===== src/rtl/ahb3lite_sram_slave_if.sv =====
// AHB-Lite bus bundle between a master (or bus fabric) and the SRAM slave.
// Address/control: HSEL HADDR HWRITE HSIZE HBURST HTRANS HREADY
// Write data     : HWDATA
// Slave response : HREADYOUT HRESP HRDATA HRDATA_En
interface ahb3lite_sram_slave_if;
  logic        HSEL;
  logic [31:0] HADDR;
  logic        HWRITE;
  logic [2:0]  HSIZE;
  logic [2:0]  HBURST;
  logic [1:0]  HTRANS;
  logic [31:0] HWDATA;
  logic        HREADY;
  logic        HREADYOUT;
  logic        HRESP;
  logic [31:0] HRDATA;
  logic        HRDATA_En;

  modport slave (
    input  HSEL, HADDR, HWRITE, HSIZE, HBURST, HTRANS, HWDATA, HREADY,
    output HREADYOUT, HRESP, HRDATA, HRDATA_En
  );

  modport master (
    output HSEL, HADDR, HWRITE, HSIZE, HBURST, HTRANS, HWDATA, HREADY,
    input  HREADYOUT, HRESP, HRDATA, HRDATA_En
  );
endinterface


===== src/rtl/ahb3lite_sram_slave.sv =====
// AHB-Lite slave in front of a DEPTH x 32-bit register-array memory.
// Handles SINGLE/INCR word transfers with WAIT_STATES wait cycles per OKAY
// data phase and a two-cycle ERROR response for illegal transfers.
// Ports:
//   HCLK   - bus clock, rising-edge
//   HRESET - asynchronous active-high reset
//   ahb    - slave modport: HSEL/HADDR/HWRITE/HSIZE/HBURST/HTRANS/HWDATA/HREADY
//            in; HREADYOUT/HRESP/HRDATA/HRDATA_En out (all registered)
// Build option: define AHB_SLV_RANGE_CHECK_EN to answer HADDR >= DEPTH with
// ERROR; otherwise the word index wraps modulo DEPTH.
module ahb3lite_sram_slave #(
  parameter int unsigned DEPTH       = 64,
  parameter int unsigned WAIT_STATES = 0
) (
  input logic                  HCLK,
  input logic                  HRESET,
  ahb3lite_sram_slave_if.slave ahb
);

  localparam int unsigned AW        = $clog2(DEPTH);
  localparam logic [2:0]  SIZE_WORD = 3'b010;
  localparam logic [3:0]  WS_INIT   =
    4'((WAIT_STATES == 32'd0) ? 32'd0 : WAIT_STATES - 32'd1);

  typedef enum logic [2:0] {
    S_IDLE, S_WAIT, S_DATA, S_ERR1, S_ERR2
  } state_e;

  state_e          state_q, state_d;
  logic [3:0]      cnt_q, cnt_d;
  logic [AW-1:0]   addr_q, addr_d;
  logic            write_q, write_d;
  logic            hreadyout_q, hreadyout_d;
  logic            hresp_q, hresp_d;
  logic [31:0]     hrdata_q, hrdata_d;
  logic            hrdata_en_q, hrdata_en_d;
  logic [31:0]     mem [DEPTH];

  logic accept_c, err_c, range_err_c, fwd_c;
  logic unused_bits;

  // HBURST is informational only; upper address bits matter only with range checking
  assign unused_bits = ^{ahb.HBURST, ahb.HADDR[31:AW]};

`ifdef AHB_SLV_RANGE_CHECK_EN
  assign range_err_c = |ahb.HADDR[31:AW];
`else
  assign range_err_c = 1'b0;
`endif

  // New address phases are taken only when no data phase is stalling
  assign accept_c = ahb.HSEL & ahb.HREADY & ahb.HTRANS[1] &
                    ((state_q == S_IDLE) || (state_q == S_DATA) || (state_q == S_ERR2));
  assign err_c    = (ahb.HSIZE != SIZE_WORD) | range_err_c;

  // A pipelined read of the word being written this cycle sees the new data
  assign fwd_c = (state_q == S_DATA) && write_q && (addr_q == addr_d);

  // State and output registers
  always_ff @(posedge HCLK or posedge HRESET) begin
    if (HRESET) begin
      state_q     <= S_IDLE;
      cnt_q       <= '0;
      addr_q      <= '0;
      write_q     <= 1'b0;
      hreadyout_q <= 1'b1;
      hresp_q     <= 1'b0;
      hrdata_q    <= '0;
      hrdata_en_q <= 1'b0;
    end else begin
      state_q     <= state_d;
      cnt_q       <= cnt_d;
      addr_q      <= addr_d;
      write_q     <= write_d;
      hreadyout_q <= hreadyout_d;
      hresp_q     <= hresp_d;
      hrdata_q    <= hrdata_d;
      hrdata_en_q <= hrdata_en_d;
    end
  end

  // Next-state logic
  always_comb begin
    state_d = state_q;
    cnt_d   = cnt_q;
    addr_d  = addr_q;
    write_d = write_q;
    case (state_q)
      S_WAIT: begin
        if (cnt_q == 4'd0) state_d = S_DATA;
        else               cnt_d   = cnt_q - 4'd1;
      end
      S_ERR1: state_d = S_ERR2;
      default: begin
        // IDLE, DATA and ERR2 all finish their cycle ready for a new transfer
        state_d = S_IDLE;
        if (accept_c) begin
          addr_d  = ahb.HADDR[AW-1:0];
          write_d = ahb.HWRITE;
          if (err_c) begin
            state_d = S_ERR1;
          end else if (WAIT_STATES != 32'd0) begin
            state_d = S_WAIT;
            cnt_d   = WS_INIT;
          end else begin
            state_d = S_DATA;
          end
        end
      end
    endcase
  end

  // Output logic: values presented during the cycle spent in state_d
  always_comb begin
    hreadyout_d = 1'b1;
    hresp_d     = 1'b0;
    hrdata_en_d = 1'b0;
    hrdata_d    = hrdata_q;
    case (state_d)
      S_WAIT: hreadyout_d = 1'b0;
      S_ERR1: begin
        hreadyout_d = 1'b0;
        hresp_d     = 1'b1;
      end
      S_ERR2: hresp_d = 1'b1;
      S_DATA: begin
        if (!write_d) begin
          hrdata_en_d = 1'b1;
          hrdata_d    = fwd_c ? ahb.HWDATA : mem[addr_d];
        end
      end
      default: ;
    endcase
  end

  // Write lands at the end of the DATA cycle; reset forces IDLE so a pending write is dropped
  always_ff @(posedge HCLK) begin
    if ((state_q == S_DATA) && write_q) mem[addr_q] <= ahb.HWDATA;
  end

  assign ahb.HREADYOUT = hreadyout_q;
  assign ahb.HRESP     = hresp_q;
  assign ahb.HRDATA    = hrdata_q;
  assign ahb.HRDATA_En = hrdata_en_q;

endmodule


===== src/flat_wrapper.sv =====
// flat-port wrapper written by rule: the top's interface ports become plain ports
module ahb3lite_sram_slave_flat 
#(
  parameter int unsigned DEPTH       = 64,
  parameter int unsigned WAIT_STATES = 0
)
  (HCLK, HRESET, ahb_HSEL, ahb_HADDR, ahb_HWRITE, ahb_HSIZE, ahb_HBURST, ahb_HTRANS, ahb_HWDATA, ahb_HREADY, ahb_HREADYOUT, ahb_HRESP, ahb_HRDATA, ahb_HRDATA_En);
  ahb3lite_sram_slave_if ahb_i ();
  input logic HCLK;
  input logic HRESET;
  input wire logic [$bits(ahb_i.HSEL)-1:0] ahb_HSEL;
  input wire logic [$bits(ahb_i.HADDR)-1:0] ahb_HADDR;
  input wire logic [$bits(ahb_i.HWRITE)-1:0] ahb_HWRITE;
  input wire logic [$bits(ahb_i.HSIZE)-1:0] ahb_HSIZE;
  input wire logic [$bits(ahb_i.HBURST)-1:0] ahb_HBURST;
  input wire logic [$bits(ahb_i.HTRANS)-1:0] ahb_HTRANS;
  input wire logic [$bits(ahb_i.HWDATA)-1:0] ahb_HWDATA;
  input wire logic [$bits(ahb_i.HREADY)-1:0] ahb_HREADY;
  output wire logic [$bits(ahb_i.HREADYOUT)-1:0] ahb_HREADYOUT;
  output wire logic [$bits(ahb_i.HRESP)-1:0] ahb_HRESP;
  output wire logic [$bits(ahb_i.HRDATA)-1:0] ahb_HRDATA;
  output wire logic [$bits(ahb_i.HRDATA_En)-1:0] ahb_HRDATA_En;
  assign ahb_i.HSEL = ahb_HSEL;
  assign ahb_i.HADDR = ahb_HADDR;
  assign ahb_i.HWRITE = ahb_HWRITE;
  assign ahb_i.HSIZE = ahb_HSIZE;
  assign ahb_i.HBURST = ahb_HBURST;
  assign ahb_i.HTRANS = ahb_HTRANS;
  assign ahb_i.HWDATA = ahb_HWDATA;
  assign ahb_i.HREADY = ahb_HREADY;
  assign ahb_HREADYOUT = ahb_i.HREADYOUT;
  assign ahb_HRESP = ahb_i.HRESP;
  assign ahb_HRDATA = ahb_i.HRDATA;
  assign ahb_HRDATA_En = ahb_i.HRDATA_En;
  ahb3lite_sram_slave #(.DEPTH(DEPTH), .WAIT_STATES(WAIT_STATES)) u_core (.HCLK(HCLK), .HRESET(HRESET), .ahb(ahb_i));
endmodule

===== config.mk =====
export PLATFORM = sky130hd
export DESIGN_NAME = ahb3lite_sram_slave_flat
export DESIGN_NICKNAME = d
export VERILOG_FILES = /design/src/rtl/ahb3lite_sram_slave_if.sv /design/src/rtl/ahb3lite_sram_slave.sv /design/src/flat_wrapper.sv
export SDC_FILE = /design/constraint.sdc
export NUM_CORES = 2
export LEC_CHECK = 0
export ABC_AREA = 1
export BUFFER_PORTS_ARGS = -buffer_cell sky130_fd_sc_hd__buf_2
export CAP_MARGIN = 5
export CORE_ASPECT_RATIO = 1.2
export CORE_MARGIN = 2
export CORE_UTILIZATION = 25
export DETAILED_ROUTE_END_ITERATION = 6
export GPL_TIMING_DRIVEN = 0
export PLACE_DENSITY_LB_ADDON = 0.25
export RECOVER_POWER = 50
export SETUP_SLACK_MARGIN = 0.02
export SKIP_LAST_GASP = 1
export SLEW_MARGIN = 20
export SYNTH_ARGS = -nofsm -noshare
export SYNTH_HDL_FRONTEND = slang
export SYNTH_SLANG_ARGS = --single-unit

===== constraint.sdc =====
create_clock -name HCLK -period 3.6 [get_ports HCLK]
set_input_delay 0.36 -clock HCLK [delete_from_list [all_inputs] [get_ports HCLK]]
set_output_delay 0.36 -clock HCLK [all_outputs]
set_load 0.05 [all_outputs]

# Word-level counts from Yosys, hierarchy flattened
# Memories as Yosys holds them, arrays and structs flattened. A register that Yosys moved wholly into a read port is not among the register bits.
# Index checks and enable logic that the tools add are counted.
# totals
n_memories,1
ramBits,2048
ff_bits,17
inputBits,77
# op_classes
n_eq_ne,9
n_bitwise,5
n_addsub,1
muxes,14
n_reduce_logical,10
# memory_table
name,words,word_bits,rd,rd_ports_with_merged_regs,wr,line_no,source
u_core.mem,64,32,1,1,1,ahb3lite_sram_slave.sv:37,logic [31:0] mem [DEPTH];
# op_table
op,n
$eq 3x2->1 const B,4
$mux 6,2
$mux 1,9
$eq 3x1->1 const B,2
$eq 3x3->1 const B,2
$mux 3,2
$pmux 3 s2,1
$reduce_or 2->1,3
$logic_not 4->1,1
$reduce_and 2->1,2
$sub 4x1->4 const B,1
$and 1x1->1,3
$logic_not 3->1,1
$ne 3x2->1 const B,1
$logic_or 1x1->1,2
$not 1->1,2
$logic_and 1x1->1,1

# Depth between registers and ports, before layout
# depth
ltp_word,9
ltp_mapped,18

# Least setup slack after synthesis
# Ideal clock, no wire load.
# synth_path
path_type,register to register
from,register u_core.state_q[0]
to,"memory u_core.mem[0][0], enable pin"
setup_time_ns,0.421
path_stages_with_launch,4
arrival_time_ns,2.759
required_time_ns,3.179
path_slack_ns,0.420
path_cell_list,dfrtp_1 -> nor4_2 -> nand4_1 -> nor2_1
# synth_between
elab_chain_cells,4
# synth_lines
element,line_no,source
from (decl),ahb3lite_sram_slave.sv:29,"state_e state_q, state_d;"
from (signal assigned),ahb3lite_sram_slave.sv:71,state_q <= state_d;
$eq 3x2->1,ahb3lite_sram_slave.sv:138,if ((state_q == S_DATA) && write_q) mem[addr_q] <= ahb.HWDATA;
$logic_and 1x1->1,ahb3lite_sram_slave.sv:138,
$mux 1,ahb3lite_sram_slave.sv:138,
$mux 1 (implied by the code),ahb3lite_sram_slave.sv:138,
to (decl),ahb3lite_sram_slave.sv:37,
# Every way passes these cells.

# Worst setup path in the final report
# layout_path
from,register u_core.state_q[1]
to,register u_core.hrdata_q[23] (netlist: u_core.ahb.HRDATA[23]) (read register of u_core.mem)
# layout_between
elab_chain_cells,8
# layout_lines
element,line_no,source
$eq 3x2->1 or $logic_not 3->1 (tied branches),ahb3lite_sram_slave.sv:53,((state_q == S_IDLE) || (state_q == S_DATA) || (state_q == S_ERR2));
$logic_or 1x1->1 (2 in series),ahb3lite_sram_slave.sv:53,
$and 1x1->1,ahb3lite_sram_slave.sv:52,assign accept_c = ahb.HSEL & ahb.HREADY & ahb.HTRANS[1] &
$mux 3 or $mux 1 (tied branches),ahb3lite_sram_slave.sv:97,if (accept_c) begin
$pmux 3 s2 or $mux 1 (tied branches),ahb3lite_sram_slave.sv:88,case (state_q)
$eq 3x2->1 or $not 1->1 (tied branches),--,
$reduce_and 2->1 (no source line),--,
to (decl),ahb3lite_sram_slave.sv:35,"logic [31:0] hrdata_q, hrdata_d;"
# Parallel ways exist; a longest one is shown, timed or not.
# A chain may end at the register's enable or synchronous reset.

==> summary.md <==
| Metric | Value |
|---|---|
| Status | `finished, violations left` |
| Failing checks | `design-rule violations, max-capacitance violations, max-slew violations, negative setup slack` |
| # Max-Cap Violations | `33` |
| Final WS setup | `-0.121 ns` |
| Routed vias/inst | `4.94` |
| Area delta synth->final | `21.5%` |
| Largest incremental delay on the critical path | `0.43 ns` |
| Setup Total Neg Slack | `-0.689 ns` |
| Clock slew at reported path FFs | `0.06 ns` |
| RSZ-0062 raised after global routing | `true` |
| Clock period minus worst slack | `3.72 ns` |
| Htree depth | `4` |
| Worst path slowest cell | `dfrtp_1` |
| Area leader, netlist | `edfxtp_1` |
| Post-route ant nets | `0` |
| Worst slew pin tran | `3.84 ns` |
| Syn Area/Cell | `11.1 um2` |
| Pleak | `42.3 nW` |
| Post-synth EDFFs | `2048` |
| Post-synthesis sequential area ratio | `68.7%` |
| Synth warnings | `0` |
| Clk_lat worst skew | `0.95 ns` |
| Antenna violations before repair | `35` |
| Yosys reg bits | `2097` |
| Final setup skew | `0.0627 ns` |
| WL/cell | `29.1 um` |
| Setup violators final | `12` |
| Top cell by count, worst path | `nand3_1` |
| Distinct cells, synth | `35` |
| Fin crit share | `103%` |
| Total number of vias | `67900` |
| Synth Cell Area | `0.0913 mm2` |
| Max VDD drop | `0.440 mV` |
| First-pass GRT wire length | `538 mm` |
| Delay-heaviest family, CP | `simple AND/OR/NAND/NOR gates` |
| Number of fill cells | `37000` |
| WL final | `400 mm` |
| Post-Layout Inst Area | `0.111 mm2` |
| I/O pin cnt | `112` |
| CTS buffer count | `224` |
| Fraction of layout cells with a size suffix above 1 | `12.9%` |
| Critical-path cell list | `a21oi_4 -> nand3_4 -> nand2_2 -> buf_6 -> buf_8 -> clkbuf_4 -> nand2_1 -> nand3_1 -> nand3_1 -> nand3_1 -> nand3_1 -> nand3_1 -> nand3_1 -> nand2_1 -> nand2_1` |
| Clk sinks | `2097` |
| Count leader, synth | `edfxtp_1` |
| Relative slew slack | `-156%` |
| Starting density of the core | `25.1%` |
| Worst Setup End Kind | `register` |
| Die X-Extent | `556 um` |
| Share of Yosys cell area claimed by the top area cell type | `67.4%` |
| Die height | `666 um` |
| Die area | `0.370 mm2` |
| DRT iter0 DRCs | `8722` |
| Min-Delay Path Class | `in2reg` |
| Placer Congestion | `0.971` |
| Vias in the first global route | `64200` |
| CTS tree | `yes` |
| Core area | `0.364 mm2` |
| Crit Path Class | `reg2reg` |
| Async set-or-reset flop fraction in the synthesized netlist | `2.34%` |
| Pwr Total | `63.8 mW` |
| Arrival time worst endpoint | `4.52 ns` |
| Worst path required time | `4.39 ns` |
| GRT Overall Usage | `21.0%` |
| Dpl cell area | `0.103 mm2` |
| Clock Tree Root | `clkbuf_16` |
| Overflow after GRT | `0` |
| Residual DRC | `2` |
| PD cells | `575 mW/mm2` |
| Final Hold Viols | `0` |
| Final Util | `30.5%` |
| Hpwl dp | `290 mm` |
| Port buffer count | `81` |
| Largest net degree at the start of global routing | `66` |
| Slew Viols, Final | `1320` |
| Most instantiated cells after synthesis | `2048 x edfxtp_1, 2029 x nand3_1, 1611 x nand2_1, 1109 x inv_1, 640 x nand3b_1` |
| Most common flop cell mapped by yosys | `edfxtp_1` |
| Drt pass-1 iters | `7` |
| Critical path startpoint category | `register` |
| Maximum clock rate | `0.269 GHz` |
| Synth area leaders | `edfxtp_1 67%, nand3_1 11%, nand2_1 6.6%` |
| Longest Clk Path Bufs | `4` |
| Syn Nets | `8297` |
| Row Count | `243` |
| Reg area | `0.0627 mm2` |
| Crit path buffers/inverters | `3` |
| Area of the multi-input gates | `0.0229 mm2` |
| Worst Path Max Fanout | `10` |
| Nets | `8857` |
| Post-Syn Instances | `8219` |
[state kept, by name (all words and copies together) (netlist names), 3 cells and up]
name / cells
u_core.mem: 2048
u_core.ahb.HRDATA: 32
u_core.addr_q: 6
u_core.cnt_q: 4
u_core.state_q: 3
[through the flow]
stage               worst slack, ns  hold slack, ns  std cells
detailed placement            -1.51           0.333      13300
CTS                          -0.143          0.0220      13700
global placement              -3.78           0.458      13100
floorplan                     0.420           0.442       8219
global route                -0.0517          0.0695      13700
finish                       -0.121          0.0714      13700
[tightest hold or removal path, stage by stage]
cell and delay, ns:
buf_2 0.08, o31ai_1 0.12, nand2_1 0.13, nor3_2 0.07, buf_6 0.16
[where the power goes]
group,switching [mW],total [mW],internal [mW]
sequential,0.237,27.3,27.1
clock,10.1,22.8,12.7
combinational,10.5,13.7,3.20
total,20.9,63.8,43.0
[kinds of logic after synthesis]
logic type               after synthesis  synth area share (%)
AND/OR/NAND/NOR                     4372                  23.5
flip-flops                          2097                  68.7
buffers and inverters               1667                  7.26
AO/OA/AOI/OAI                         80                 0.554
XOR/XNOR                               2                0.0192
adder cells (fa/ha/maj)                1                0.0137
[path summary, 6_finish.rpt]
path | from | endpoint | slack, ns | cells after the start
setup / recovery | u_core.state_q[1] | u_core.ahb.HRDATA[23] | -0.12 | 15
hold / removal | ahb_HSIZE[0] | u_core.ahb.HRDATA_En | 0.07 | 5
setup reg to reg | u_core.state_q[1] | u_core.ahb.HRDATA[23] | -0.12 | 15
hold reg to reg | u_core.cnt_q[0] | u_core.cnt_q[0] | 0.48 | 1
max in group asynchronous | HRESET | u_core.ahb.HRDATA[0] | 2.12 | 5
min in group asynchronous | HRESET | u_core.state_q[2] | 0.69 | 4
[metal layers]
metal	vias up	global-route usage, %	part of all wire [%]
met1	34000	25.3	37
li1	29400	-	-
met3	958	3.45	8.1
met5	-	0	0.013
met2	3559	34.1	46
met4	8	14.9	8.5
[what timing repair did]
item | 4_1_cts | 5_1_grt
hold endpoints to repair | 784 | 0
pin swaps | 13 | 0
setup endpoints to repair | 633 | 32
buffers inserted | 34 | 0
hold buffers | 36 | 0
resized for setup | 302 | 117
[cell type report]
| class | count | area share [%] |
|---|---|---|
| diodes | 14 | 0.0316 |
| clock buffers | 277 | 5.37 |
| clock inverters | 126 | 0.934 |
| flip-flops and latches | 2097 | 56.5 |
| plain buffers | 549 | 2.80 |
| multi-input cells | 4455 | 20.6 |
| repair buffers | 335 | 4.53 |
| inverters | 1117 | 3.78 |
| well taps | 4777 | 5.39 |
[cell usage in the layout (no fill, tap or decap), types with 3 or more instances in the layout]
cell type / n
clkbuf_2: 89
nand3_2: 62
diode_2: 14
nand2_4: 3
nand3_1: 1960
nand4_1: 10
buf_16: 85
clkinvlp_4: 5
inv_6: 4
clkinv_2: 47
o21ai_0: 4
inv_1: 1108
nor2_1: 6
buf_2: 248
buf_12: 79
o21ai_1: 3
nand3_4: 8
clkbuf_1: 194
nand2_1: 1596
buf_1: 21
nand2_2: 15
clkbuf_4: 43
bufinv_16: 14
buf_8: 10
clkbuf_16: 227
dlymetal6s4s_1: 4
nor2_4: 64
edfxtp_1: 2048
inv_2: 6
dlygate4sd3_1: 36
buf_6: 23
dfrtp_1: 48
clkinv_1: 48
nand3b_1: 640
buf_4: 86
clkinv_4: 5
clkbuf_8: 12
o211ai_1: 31
a21oi_1: 35
Note: power is estimated with default switching activity, not from simulation.
